`config.mk`:
```
export PLATFORM = sky130hd
export DESIGN_NAME = multicycle_ctrl
export DESIGN_NICKNAME = d
export VERILOG_FILES = /design/src/rtl/multicycle_ctrl.sv
export SDC_FILE = /design/constraint.sdc
export NUM_CORES = 1
export LEC_CHECK = 0
export BUFFER_PORTS_ARGS = -buffer_cell sky130_fd_sc_hd__buf_2
export CAP_MARGIN = 20
export CELL_PAD_IN_SITES_DETAIL_PLACEMENT = 1
export CELL_PAD_IN_SITES_GLOBAL_PLACEMENT = 1
export CORE_MARGIN = 1.5
export CORE_UTILIZATION = 37
export DETAILED_ROUTE_END_ITERATION = 7
export PLACE_DENSITY = 0.84
export SLEW_MARGIN = 20
export SYNTH_ARGS = -nofsm -noshare
export SYNTH_HDL_FRONTEND = slang
export SYNTH_SLANG_ARGS = --single-unit
```
`constraint.sdc`:
```
create_clock -name clk_i -period 7.2 [get_ports clk_i]
set_input_delay 2.16 -clock clk_i [delete_from_list [all_inputs] [get_ports clk_i]]
set_output_delay 2.16 -clock clk_i [all_outputs]
set_load 0.05 [all_outputs]
```
`src/rtl/multicycle_ctrl.sv`:
```
// -----------------------------------------------------------------------------
// multicycle_ctrl
//   Control FSM for a multi-cycle MIPS datapath built around one shared ALU, one
//   unified memory and the IR/MDR/A/B/ALUOut registers. Each instruction
//   (R-type, ADDI, LW, SW, SLTI, BEQ, J) is sequenced over 3-5 states. The FSM
//   stalls in memory states until the memory handshake completes, or aborts
//   after MEM_TIMEOUT wait cycles.
//
// Parameters
//   MEM_TIMEOUT    wait cycles tolerated in a memory state before abort (1..255)
//
// Ports
//   clk_i          clock, all state changes on the rising edge
//   rst_i          synchronous active-high reset
//   instr_op_i     opcode IR[31:26], valid from DECODE onward
//   zero_i         ALU zero flag; BEQ qualification happens in the datapath
//   mem_ready_i    memory access completes this cycle
//   PCWrite_o      unconditional PC load
//   PCWriteCond_o  PC load qualified by zero_i in the datapath
//   IorD_o         memory address select: 0 PC, 1 ALUOut
//   MemRead_o      memory read request
//   MemWrite_o     memory write request
//   IRWrite_o      IR load
//   MemtoReg_o     RF write data: 0 ALUOut, 1 MDR
//   RegDst_o       RF destination: 0 rt, 1 rd
//   RegWrite_o     RF write enable
//   ALUSrcA_o      ALU A: 0 PC, 1 reg A
//   ALUSrcB_o      ALU B: 00 B, 01 const 4, 10 signext imm, 11 signext imm<<2
//   ALU_op_o       to ALU_Ctrl: 010 R-type, 000 add, 001 sub, 011 slt
//   PCSource_o     PC source: 00 ALU result, 01 ALUOut, 10 jump target
//   state_o        current FSM state (debug / verification)
//   instr_done_o   1-cycle pulse in the final state of each instruction
//   illegal_op_o   1-cycle pulse in DECODE on an unsupported opcode
//   mem_err_o      1-cycle pulse on memory timeout
//
// Memory handshake: in FETCH, MEMRD and MEMWR the controller holds its request
// (MemRead_o or MemWrite_o) high every cycle until mem_ready_i is sampled high
// on a rising edge; that cycle completes the access and the state advances. If
// ready stays low with the wait counter at MEM_TIMEOUT, the request is dropped
// for that cycle, mem_err_o pulses and the FSM returns to FETCH. mem_ready_i is
// ignored in every other state.
// -----------------------------------------------------------------------------
module multicycle_ctrl #(
  parameter int unsigned MEM_TIMEOUT = 15
) (
  input  logic       clk_i,
  input  logic       rst_i,
  input  logic [5:0] instr_op_i,
  input  logic       zero_i,
  input  logic       mem_ready_i,
  output logic       PCWrite_o,
  output logic       PCWriteCond_o,
  output logic       IorD_o,
  output logic       MemRead_o,
  output logic       MemWrite_o,
  output logic       IRWrite_o,
  output logic       MemtoReg_o,
  output logic       RegDst_o,
  output logic       RegWrite_o,
  output logic       ALUSrcA_o,
  output logic [1:0] ALUSrcB_o,
  output logic [2:0] ALU_op_o,
  output logic [1:0] PCSource_o,
  output logic [3:0] state_o,
  output logic       instr_done_o,
  output logic       illegal_op_o,
  output logic       mem_err_o
);

  typedef enum logic [3:0] {
    S_FETCH  = 4'd0,
    S_DECODE = 4'd1,
    S_MEMADR = 4'd2,
    S_MEMRD  = 4'd3,
    S_MEMWB  = 4'd4,
    S_MEMWR  = 4'd5,
    S_EXEC_R = 4'd6,
    S_RWB    = 4'd7,
    S_EXEC_I = 4'd8,
    S_IWB    = 4'd9,
    S_BRANCH = 4'd10,
    S_JUMP   = 4'd11
  } state_t;

  localparam logic [5:0] OP_RTYPE = 6'h00;
  localparam logic [5:0] OP_J     = 6'h02;
  localparam logic [5:0] OP_BEQ   = 6'h04;
  localparam logic [5:0] OP_ADDI  = 6'h08;
  localparam logic [5:0] OP_SLTI  = 6'h0a;
  localparam logic [5:0] OP_LW    = 6'h23;
  localparam logic [5:0] OP_SW    = 6'h2b;

  localparam logic [2:0] ALU_ADD = 3'b000;
  localparam logic [2:0] ALU_SUB = 3'b001;
  localparam logic [2:0] ALU_R   = 3'b010;
  localparam logic [2:0] ALU_SLT = 3'b011;

  localparam logic [7:0] TIMEOUT_CNT = 8'(MEM_TIMEOUT);

  state_t     state_q;
  state_t     state_d;
  logic [7:0] cnt_q;
  logic       in_mem;
  logic       timeout;

  // Only the three states that talk to memory count wait cycles.
  assign in_mem  = (state_q == S_FETCH) || (state_q == S_MEMRD) ||
                   (state_q == S_MEMWR);
  // A ready on the timeout cycle still completes the access normally.
  assign timeout = in_mem && !mem_ready_i && (cnt_q == TIMEOUT_CNT);

  assign state_o = state_q;

  // Next-state logic
  always_comb begin
    state_d = S_FETCH;
    case (state_q)
      S_FETCH:  state_d = mem_ready_i ? S_DECODE : S_FETCH;
      S_DECODE: begin
        case (instr_op_i)
          OP_LW, OP_SW:     state_d = S_MEMADR;
          OP_RTYPE:         state_d = S_EXEC_R;
          OP_ADDI, OP_SLTI: state_d = S_EXEC_I;
          OP_BEQ:           state_d = S_BRANCH;
          OP_J:             state_d = S_JUMP;
          default:          state_d = S_FETCH;
        endcase
      end
      S_MEMADR: state_d = (instr_op_i == OP_LW) ? S_MEMRD : S_MEMWR;
      S_MEMRD:  begin
        if (mem_ready_i)  state_d = S_MEMWB;
        else if (timeout) state_d = S_FETCH;
        else              state_d = S_MEMRD;
      end
      S_MEMWB:  state_d = S_FETCH;
      S_MEMWR:  begin
        if (mem_ready_i || timeout) state_d = S_FETCH;
        else                        state_d = S_MEMWR;
      end
      S_EXEC_R: state_d = S_RWB;
      S_RWB:    state_d = S_FETCH;
      S_EXEC_I: state_d = S_IWB;
      S_IWB:    state_d = S_FETCH;
      S_BRANCH: state_d = S_FETCH;
      S_JUMP:   state_d = S_FETCH;
      default:  state_d = S_FETCH;
    endcase
  end

  // State register and wait counter. The counter restarts whenever the state
  // changes, and also on a FETCH timeout, where the state does not change but
  // the retry must get a fresh budget.
  always_ff @(posedge clk_i) begin
    if (rst_i) begin
      state_q <= S_FETCH;
      cnt_q   <= 8'd0;
    end else begin
      state_q <= state_d;
      if ((state_d != state_q) || timeout) begin
        cnt_q <= 8'd0;
      end else if (in_mem && !mem_ready_i) begin
        cnt_q <= cnt_q + 8'd1;
      end
    end
  end

  // Output decode
  always_comb begin
    PCWrite_o     = 1'b0;
    PCWriteCond_o = 1'b0;
    IorD_o        = 1'b0;
    MemRead_o     = 1'b0;
    MemWrite_o    = 1'b0;
    IRWrite_o     = 1'b0;
    MemtoReg_o    = 1'b0;
    RegDst_o      = 1'b0;
    RegWrite_o    = 1'b0;
    ALUSrcA_o     = 1'b0;
    ALUSrcB_o     = 2'b00;
    ALU_op_o      = ALU_ADD;
    PCSource_o    = 2'b00;
    instr_done_o  = 1'b0;
    illegal_op_o  = 1'b0;
    mem_err_o     = 1'b0;

    case (state_q)
      S_FETCH: begin
        // PC + 4 is computed alongside the fetch and loaded on completion.
        MemRead_o = !timeout;
        ALUSrcB_o = 2'b01;
        IRWrite_o = mem_ready_i;
        PCWrite_o = mem_ready_i;
        mem_err_o = timeout;
      end
      S_DECODE: begin
        // Speculative branch target into ALUOut.
        ALUSrcB_o = 2'b11;
        case (instr_op_i)
          OP_LW, OP_SW, OP_RTYPE, OP_ADDI, OP_SLTI, OP_BEQ, OP_J:
                   illegal_op_o = 1'b0;
          default: illegal_op_o = 1'b1;
        endcase
      end
      S_MEMADR: begin
        ALUSrcA_o = 1'b1;
        ALUSrcB_o = 2'b10;
      end
      S_MEMRD: begin
        MemRead_o = !timeout;
        IorD_o    = 1'b1;
        mem_err_o = timeout;
      end
      S_MEMWB: begin
        RegWrite_o   = 1'b1;
        MemtoReg_o   = 1'b1;
        instr_done_o = 1'b1;
      end
      S_MEMWR: begin
        MemWrite_o   = !timeout;
        IorD_o       = 1'b1;
        instr_done_o = mem_ready_i;
        mem_err_o    = timeout;
      end
      S_EXEC_R: begin
        ALUSrcA_o = 1'b1;
        ALU_op_o  = ALU_R;
      end
      S_RWB: begin
        RegWrite_o   = 1'b1;
        RegDst_o     = 1'b1;
        instr_done_o = 1'b1;
      end
      S_EXEC_I: begin
        ALUSrcA_o = 1'b1;
        ALUSrcB_o = 2'b10;
        ALU_op_o  = (instr_op_i == OP_SLTI) ? ALU_SLT : ALU_ADD;
      end
      S_IWB: begin
        RegWrite_o   = 1'b1;
        instr_done_o = 1'b1;
      end
      S_BRANCH: begin
        ALUSrcA_o     = 1'b1;
        ALU_op_o      = ALU_SUB;
        PCWriteCond_o = 1'b1;
        PCSource_o    = 2'b01;
        instr_done_o  = 1'b1;
      end
      S_JUMP: begin
        PCWrite_o    = 1'b1;
        PCSource_o   = 2'b10;
        instr_done_o = 1'b1;
      end
      default: begin
        PCWrite_o = 1'b0;
      end
    endcase

    // Reset overrides everything: no architectural writes, no memory write
    // and no status pulses while rst_i is high.
    if (rst_i) begin
      PCWrite_o     = 1'b0;
      PCWriteCond_o = 1'b0;
      MemWrite_o    = 1'b0;
      IRWrite_o     = 1'b0;
      RegWrite_o    = 1'b0;
      instr_done_o  = 1'b0;
      illegal_op_o  = 1'b0;
      mem_err_o     = 1'b0;
    end
  end

  // zero_i is consumed by the datapath's PCWriteCond gating, not here.
  logic unused_zero;
  assign unused_zero = zero_i;

endmodule

```
# Word-level counts from Yosys, hierarchy flattened
# Index checks and enable logic that the tools add are counted.
# Widths: inputs -> output; s select.
# classes
add_sub_neg	1
mul	0
n_div	0
n_lt_le_gt_ge	0
n_eq_ne	19
shifts	0
mux	33
n_bitwise	0
n_reduce_logical	21
# ops
op	count
$pmux 4 s7	1
$mux 1	21
$pmux 4 s5	1
$eq 4x3->1 const B	4
$eq 4x4->1 const B	4
$eq 6x4->1 const B	2
$eq 6x6->1 const B	2
$pmux 2 s3	2
$reduce_or 2->1	6
$mux 3	3
$add 8x1->8 const B	1
$eq 4x2->1 const B	2
$eq 8x4->1 const B	1
$reduce_or 7->1	1
$eq 6x2->1 const B	1
$eq 6x3->1 const B	1
$logic_not 6->1	1
$reduce_or 3->1	2
$reduce_or 5->1	1
$eq 4x1->1 const B	1
$logic_not 4->1	1
$logic_or 1x1->1	4
$mux 2	2
$ne 4x4->1	1
5 further kinds	8
# word_totals
reg_bits	12
latch_bits	0
mem_bits_rw	0
mem_bits_ro	0
inputBits	10
output_inout_bits	24
elab_cells	76
mem_count	0

# Logic depth before layout (Yosys ltp)
# Gate-level depths: netlist of the first run.
# logic_depth
ltp_word	11
ltp_mapped	6
ltp_nobuf	6

# Worst setup path before layout of the first run
# No wires, ideal clock.
# synth_path
path_type	input -> output
from	input rst_i
to	output instr_done_o
t_arrival_ps	4828
required_ps	5040
setup_slack_ps	212
path_stages	2
n_path_buf	1
cell_sequence	clkbuf_1 -> a2111oi_0
# synth_between
elab_chain_cells	1
# synth_lines
item	line_no	text
from (decl)	47	input logic rst_i,
$mux 1	261	if (rst_i) begin
to (decl)	65	output logic instr_done_o,
# No other way between the ends.

# Worst setup path after layout of the first run
# layout_path
from	input mem_ready_i
to	output MemWrite_o
# layout_between
elab_chain_cells	6
# layout_lines
item	line_no	text
from (decl)	50	input logic mem_ready_i,
$logic_not 1->1	110	assign timeout = in_mem && !mem_ready_i && (cnt_q == TIMEOUT_CNT);
$logic_and 1x1->1 (2 in a row)	110	
$logic_not 1->1	219	MemWrite_o = !timeout;
$mux 1	186	case (state_q)
$mux 1	261	
to (decl)	55	output logic MemWrite_o,
# No other way between the ends.

==> impl_metrics.json, run 1 <==
{
  "rsz0062_at_grt": "false",
  "clkLatencyLatePin_ps": 280,
  "synth_mux_area_share_pct": 0.957,
  "p_int_mw": 0.110,
  "synthAdderAreaFrac_pct": 1.20,
  "dpl_cell_area_um2": 1190,
  "hold_viol": 0,
  "p_per_area_nw_per_um2": 135,
  "grt_pass1_wl_mm": 5.31,
  "total_leakage_power_nw": 0.489,
  "drt_wl_total_mm": 3.11,
  "grt_overflow": 0,
  "stdcell_area_um2": 1220,
  "yosys-top-cells-area": "dfxtp_1 23%, nor2_1 9.7%, xnor2_1 7.5%, nand2_1 5.4%, nor3_1 4.8%",
  "final_common_cell": "buf_2",
  "synth_compound_area_share_pct": 22.8,
  "avgSynthCellArea_um2": 7.12,
  "wl_met2_mm": 1.64,
  "synth_cell_types": 43,
  "cts_tree": "built",
  "synth_nets": 158,
  "final_antenna_net_count": 0,
  "synth_edf_count": 0,
  "cp.required_ps": 5040,
  "finalSetupViolCount": 0,
  "relSlewSlack_pct": 42.6,
  "dieHeight_um": 56.2,
  "period_minus_slack_ps": 6230,
  "ys.flop_type": "dfxtp_1",
  "critical_path_arrival_ps": 4070,
  "grt_use_total_pct": 21.0,
  "avgRoutedWirePerCell_um": 15.2,
  "grt_max_degree": 22,
  "drv_cap": 0,
  "dieWidth_um": 56.2,
  "power_frac_comb_pct": 24.0,
  "synthSimpleGateAreaFrac_pct": 36.8,
  "clk_pin_slew_worst_paths_ps": 80,
  "ys_ff_latch": 12,
  "post-cts-setup-buffers": 0,
  "ys_seq_area_share_pct": 23.0,
  "io_buffers": 31,
  "highest_layer": "met4",
  "fin_cells": 204,
  "htreeDepth": 1,
  "clockPowerShare_pct": 33.4,
  "grt_pass1_vias": 1186,
  "yosysTopAreaCellShare_pct": 23.0,
  "synth-xor-area-share_pct": 8.37,
  "post-route-period-util_pct": 86.6,
  "postCtsHoldBufs": 0,
  "yosys.area.top_type": "dfxtp_1",
  "crit_type": "in2out",
  "tightest_slew_ps": 859,
  "antenna_found_initial": 0,
  "peakVddDrop_mv": 0.0757,
  "place.detailed.hpwl_mm": 2.38,
  "power_frac_seq_pct": 42.5,
  "clk_path_buf_depth": 2,
  "fmaxAchievable_ghz": 0.160,
  "gp_congestion": 0.768,
  "finalNetCount": 185,
  "cp-start-kind": "input port",
  "drc": 0,
  "die_area_um2": 3160,
  "syn_area_um2": 1050,
  "first_pass_iters": 4,
  "wl_met3_um": 73,
  "p_sw_mw": 0.0555,
  "synth_top_family_by_area": "simple AND/OR/NAND/NOR gates",
  "vias": 1206,
  "wl_met1_mm": 1.35,
  "setup-tns-final_ps": 0,
  "rows": 19,
  "cts_root_buf": "clkbuf_4",
  "skew_ps": 5.85,
  "drt_iter0_drc": 34,
  "most-common-layout-cells": "31 x buf_2, 27 x nor2_1, 15 x nand2_1",
  "cts.sinks": 12,
  "ys_async_sr_fraction_pct": 0,
  "start_util_pct": 38.6,
  "coreArea_um2": 2710,
  "cp_max_fo": 7,
  "drive_gt1_share_pct": 23.1,
  "switching_share_pct": 33.6,
  "vias_per_cell": 5.91,
  "dp_cells": 200,
  "critical_path.endpoint_type": "primary output",
  "status": "completed",
  "synth_warnings": 0,
  "io_pins": 34,
  "hold_path_class": "reg2reg",
  "drv_slew": 0,
  "synth_cells": 147,
  "area.growth.synth_to_final_pct": 17.0,
  "cts_buffers": 3,
  "ctsResizeCount": 0,
  "diodes": 0
}
==> layer usage <==
metal | up-vias | GRT usage (%)
met1 | 600 | 25.2
met5 | - | 0
li1 | 581 | -
met3 | 4 | 2.09
met2 | 21 | 37.5
met4 | 0 | 9.18
==> flip-flops by register name, indices dropped and copies added (netlist names) <==
signal and count:
state_o 4, cnt_q 8
==> worst max-delay path, cell delays in order <==
cell and delay, ps:
buf_2 140, or4b_2 690, o2bb2ai_1 430, a21oi_1 210, and3_1 230, buf_2 200
==> path summary, 6_finish.rpt <==
path	from	end	slack, ps	depth (start not counted)
worst max-delay path	mem_ready_i	MemWrite_o	970	6
worst min-delay path	cnt_q[1]	cnt_q[1]	510	2
worst max register to register	state_o[0]	cnt_q[0]	4520	5
worst min register to register	cnt_q[1]	cnt_q[1]	510	2
==> kinds of logic after synthesis <==
family | Yosys count
AO/OA/AOI/OAI | 31
XOR/XNOR | 10
adder cells (fa/ha/maj) | 1
buffers and inverters | 13
flip-flops | 12
multiplexers | 1
other | 1
AND/OR/NAND/NOR | 78
==> power groups by stage <==
| stage | combinational (mW) | clock, mW | sequential (mW) |
|---|---|---|---|
| global route | 0.0428 | 0.0602 | 0.0708 |
| finish | 0.0397 | 0.0553 | 0.0704 |
| floorplan | 0.0288 | 0 | 0.0717 |
| detailed placement | 0.0397 | 0 | 0.0720 |
| CTS | 0.0399 | 0.0555 | 0.0704 |
| global placement | 0.0383 | 0 | 0.0717 |
==> layout make-up <==
cell class	instances	area [um2]
Clock buffer	4	36.3
Fill cell	376	1490
Inverter	4	15.0
Multi-Input combinational cell	122	738
Sequential cell	12	240
Tap cell	31	38.8
Timing Repair Buffer	31	155
==> Yosys cell counts (all sizes together) (2+ instances only) <==
cell type / instances
buf: 3
dfxtp: 12
nor3: 10
xnor2: 9
inv: 4
or4: 3
nor2b: 2
a21oi: 10
nand2: 15
a31oi: 3
or3: 4
nand3: 5
a21o: 2
nor4: 3
a32oi: 2
clkbuf: 6
and3: 2
nand2b: 3
a211oi: 2
nor2: 27
or4b: 2
==> per-stage QoR <==
| stage | hold slack [ps] | setup WS [ps] | util [%] | power, mW |
|---|---|---|---|---|
| floorplan | 465 | 212 | - | 0.100 |
| global placement | 474 | 1020 | 43.8 | 0.110 |
| detailed placement | 505 | 968 | 43.8 | 0.112 |
| CTS | 516 | 943 | 45.2 | 0.166 |
| global route | 543 | 835 | 45.2 | 0.174 |
| finish | 508 | 965 | 45.2 | 0.165 |
Power figures use the tool's default switching activity.
==> inputs of run 2 (changes only) <==
--- a/config.mk
+++ b/config.mk
@@ -9,7 +9,7 @@
 export CAP_MARGIN = 20
 export CELL_PAD_IN_SITES_DETAIL_PLACEMENT = 1
 export CELL_PAD_IN_SITES_GLOBAL_PLACEMENT = 1
-export CORE_MARGIN = 1.5
+export CORE_MARGIN = 2
 export CORE_UTILIZATION = 37
 export DETAILED_ROUTE_END_ITERATION = 7
 export PLACE_DENSITY = 0.84
@@ -17,3 +17,4 @@
 export SYNTH_ARGS = -nofsm -noshare
 export SYNTH_HDL_FRONTEND = slang
 export SYNTH_SLANG_ARGS = --single-unit
+export TNS_END_PERCENT = 100
==> impl_metrics.json, run 2 (same netlist as run 1, synthesis figures left out) <==
{
  "hold_path_class": "reg2reg",
  "coreArea_um2": 2710,
  "total_leakage_power_nw": 0.489,
  "clkLatencyLatePin_ps": 270,
  "holdPathEnd": "cnt_q[1]",
  "final_common_cell": "buf_2",
  "ctsResizeCount": 0,
  "avgRoutedWirePerCell_um": 15.0,
  "worst_slack_ps": 975,
  "diodes": 0,
  "hold_viol": 0,
  "cts_root_buf": "clkbuf_4",
  "finalSetupViolCount": 0,
  "vias_per_cell": 5.75,
  "hp-start": "cnt_q[1]",
  "whs_ps": 514,
  "fill_cells": 359,
  "first_pass_iters": 6,
  "drt_wl_total_mm": 3.05,
  "dpl_cell_area_um2": 1190,
  "dieHeight_um": 57.2,
  "grt_max_degree": 22,
  "period_minus_slack_ps": 6220,
  "finalPower_mw": 0.164,
  "grt_use_total_pct": 19.8,
  "setup-tns-final_ps": 0,
  "start_util_pct": 38.6,
  "most-common-layout-cells": "31 x buf_2, 27 x nor2_1, 15 x nand2_1",
  "crit_type": "in2out",
  "finalNetCount": 185,
  "peakVddDrop_mv": 0.113,
  "place.detailed.hpwl_mm": 2.36,
  "seq_area_um2": 240,
  "reg2regPathDepth": 5,
  "multi_input_area_um2": 738,
  "post-cts-setup-buffers": 0,
  "relSlewSlack_pct": 47.5,
  "cpMostUsedCell": "buf_2",
  "fmaxAchievable_ghz": 0.161,
  "io_pins": 34,
  "status": "completed",
  "postCtsHoldBufs": 0,
  "htreeDepth": 1,
  "grt_overflow": 0,
  "regToRegEndpoint": "cnt_q[1]",
  "dieWidth_um": 57.2,
  "drc": 0,
  "cp_top_family": "simple AND/OR/NAND/NOR gates",
  "cp-start-kind": "input port",
  "largest_reg_flops": 8,
  "critical_path.endpoint_type": "primary output",
  "clk_path_buf_depth": 2,
  "critical_path.max_stage_delay_ps": 680,
  "fin_util_pct": 45.2,
  "rsz0062_at_grt": "false",
  "tightest_slew_ps": 785,
  "cts.sinks": 12,
  "antenna_found_initial": 0,
  "area.growth.synth_to_final_pct": 17.0,
  "grt_pass1_vias": 1227,
  "cp_num_buf_inv": 2,
  "reg2reg_from": "state_o[0]",
  "final_antenna_net_count": 0,
  "p_per_area_nw_per_um2": 134,
  "die_area_um2": 3270,
  "skew_ps": 0.626,
  "stdcell_area_um2": 1220,
  "drv_slew": 0,
  "cts_tree": "built",
  "grt_pass1_wl_mm": 5.32,
  "drv_cap": 0,
  "gp_congestion": 0.779,
  "drive_gt1_share_pct": 23.1,
  "slowest_stage": "or4b_2",
  "vias": 1174,
  "io_buffers": 31,
  "clk_pin_slew_worst_paths_ps": 80,
  "hold_path_depth": 2,
  "cts_buffers": 3,
  "cp.required_ps": 5040,
  "regMostFlops": "cnt_q",
  "post-route-period-util_pct": 86.5,
  "cp_max_fo": 7,
  "drt_iter0_drc": 29,
  "dpl_worst_slack_ps": 957,
  "critical_path_arrival_ps": 4060,
  "path_cells": "buf_2 -> or4b_2 -> o2bb2ai_1 -> a21oi_1 -> and3_1 -> buf_2",
  "fin_cells": 204,
  "rows": 19,
  "dp_cells": 200,
  "r2r_slack_ps": 4530
}
## run 2: final cells by class
| cell class | instances | share of cell area (%) |
|---|---|---|
| multi-input cells | 122 | 60.3 |
| flip-flops and latches | 12 | 19.6 |
| repair buffers | 31 | 12.7 |
| well taps | 31 | 3.17 |
| clock buffers | 4 | 2.97 |
| inverters | 4 | 1.23 |
## run 2: where the power goes
group,leakage [nW],total (mW),internal (mW),switching [mW]
logic,0.371,0.0395,0.0118,0.0277
registers,0.0970,0.0703,0.0673,0.00299
clock network,0.0210,0.0546,0.0307,0.0238
total,0.489,0.164,0.110,0.0545
## run 2: how the worst max path moves through the flow
| stage | endpoint | cells past startpoint | startpoint | slack, ps |
|---|---|---|---|---|
| floorplan | instr_done_o | 2 | rst_i | 210 |
| global placement | MemWrite_o | 6 | mem_ready_i | 1010 |
| detailed placement | MemWrite_o | 6 | mem_ready_i | 960 |
| CTS | MemWrite_o | 6 | mem_ready_i | 960 |
| global route | MemWrite_o | 6 | mem_ready_i | 860 |
| finish | MemWrite_o | 6 | mem_ready_i | 980 |
## run 2: worst reg2reg max path, cell delays in order, from the launching register on
cell and delay [ps]:
dfxtp_1 670, or4b_4 570, or4_4 430, a222oi_1 490, o311ai_4 270, a21oi_2 170
## run 2: metal layers
metal  vias to the layer above  share of wire [%]  GRT usage (%)
met5                         -                  0              0
met4                         0               0.52           3.99
met3                         2                1.8           2.27
met2                        13                 54           37.6
met1                       575                 44           23.8
li1                        584                  -              -
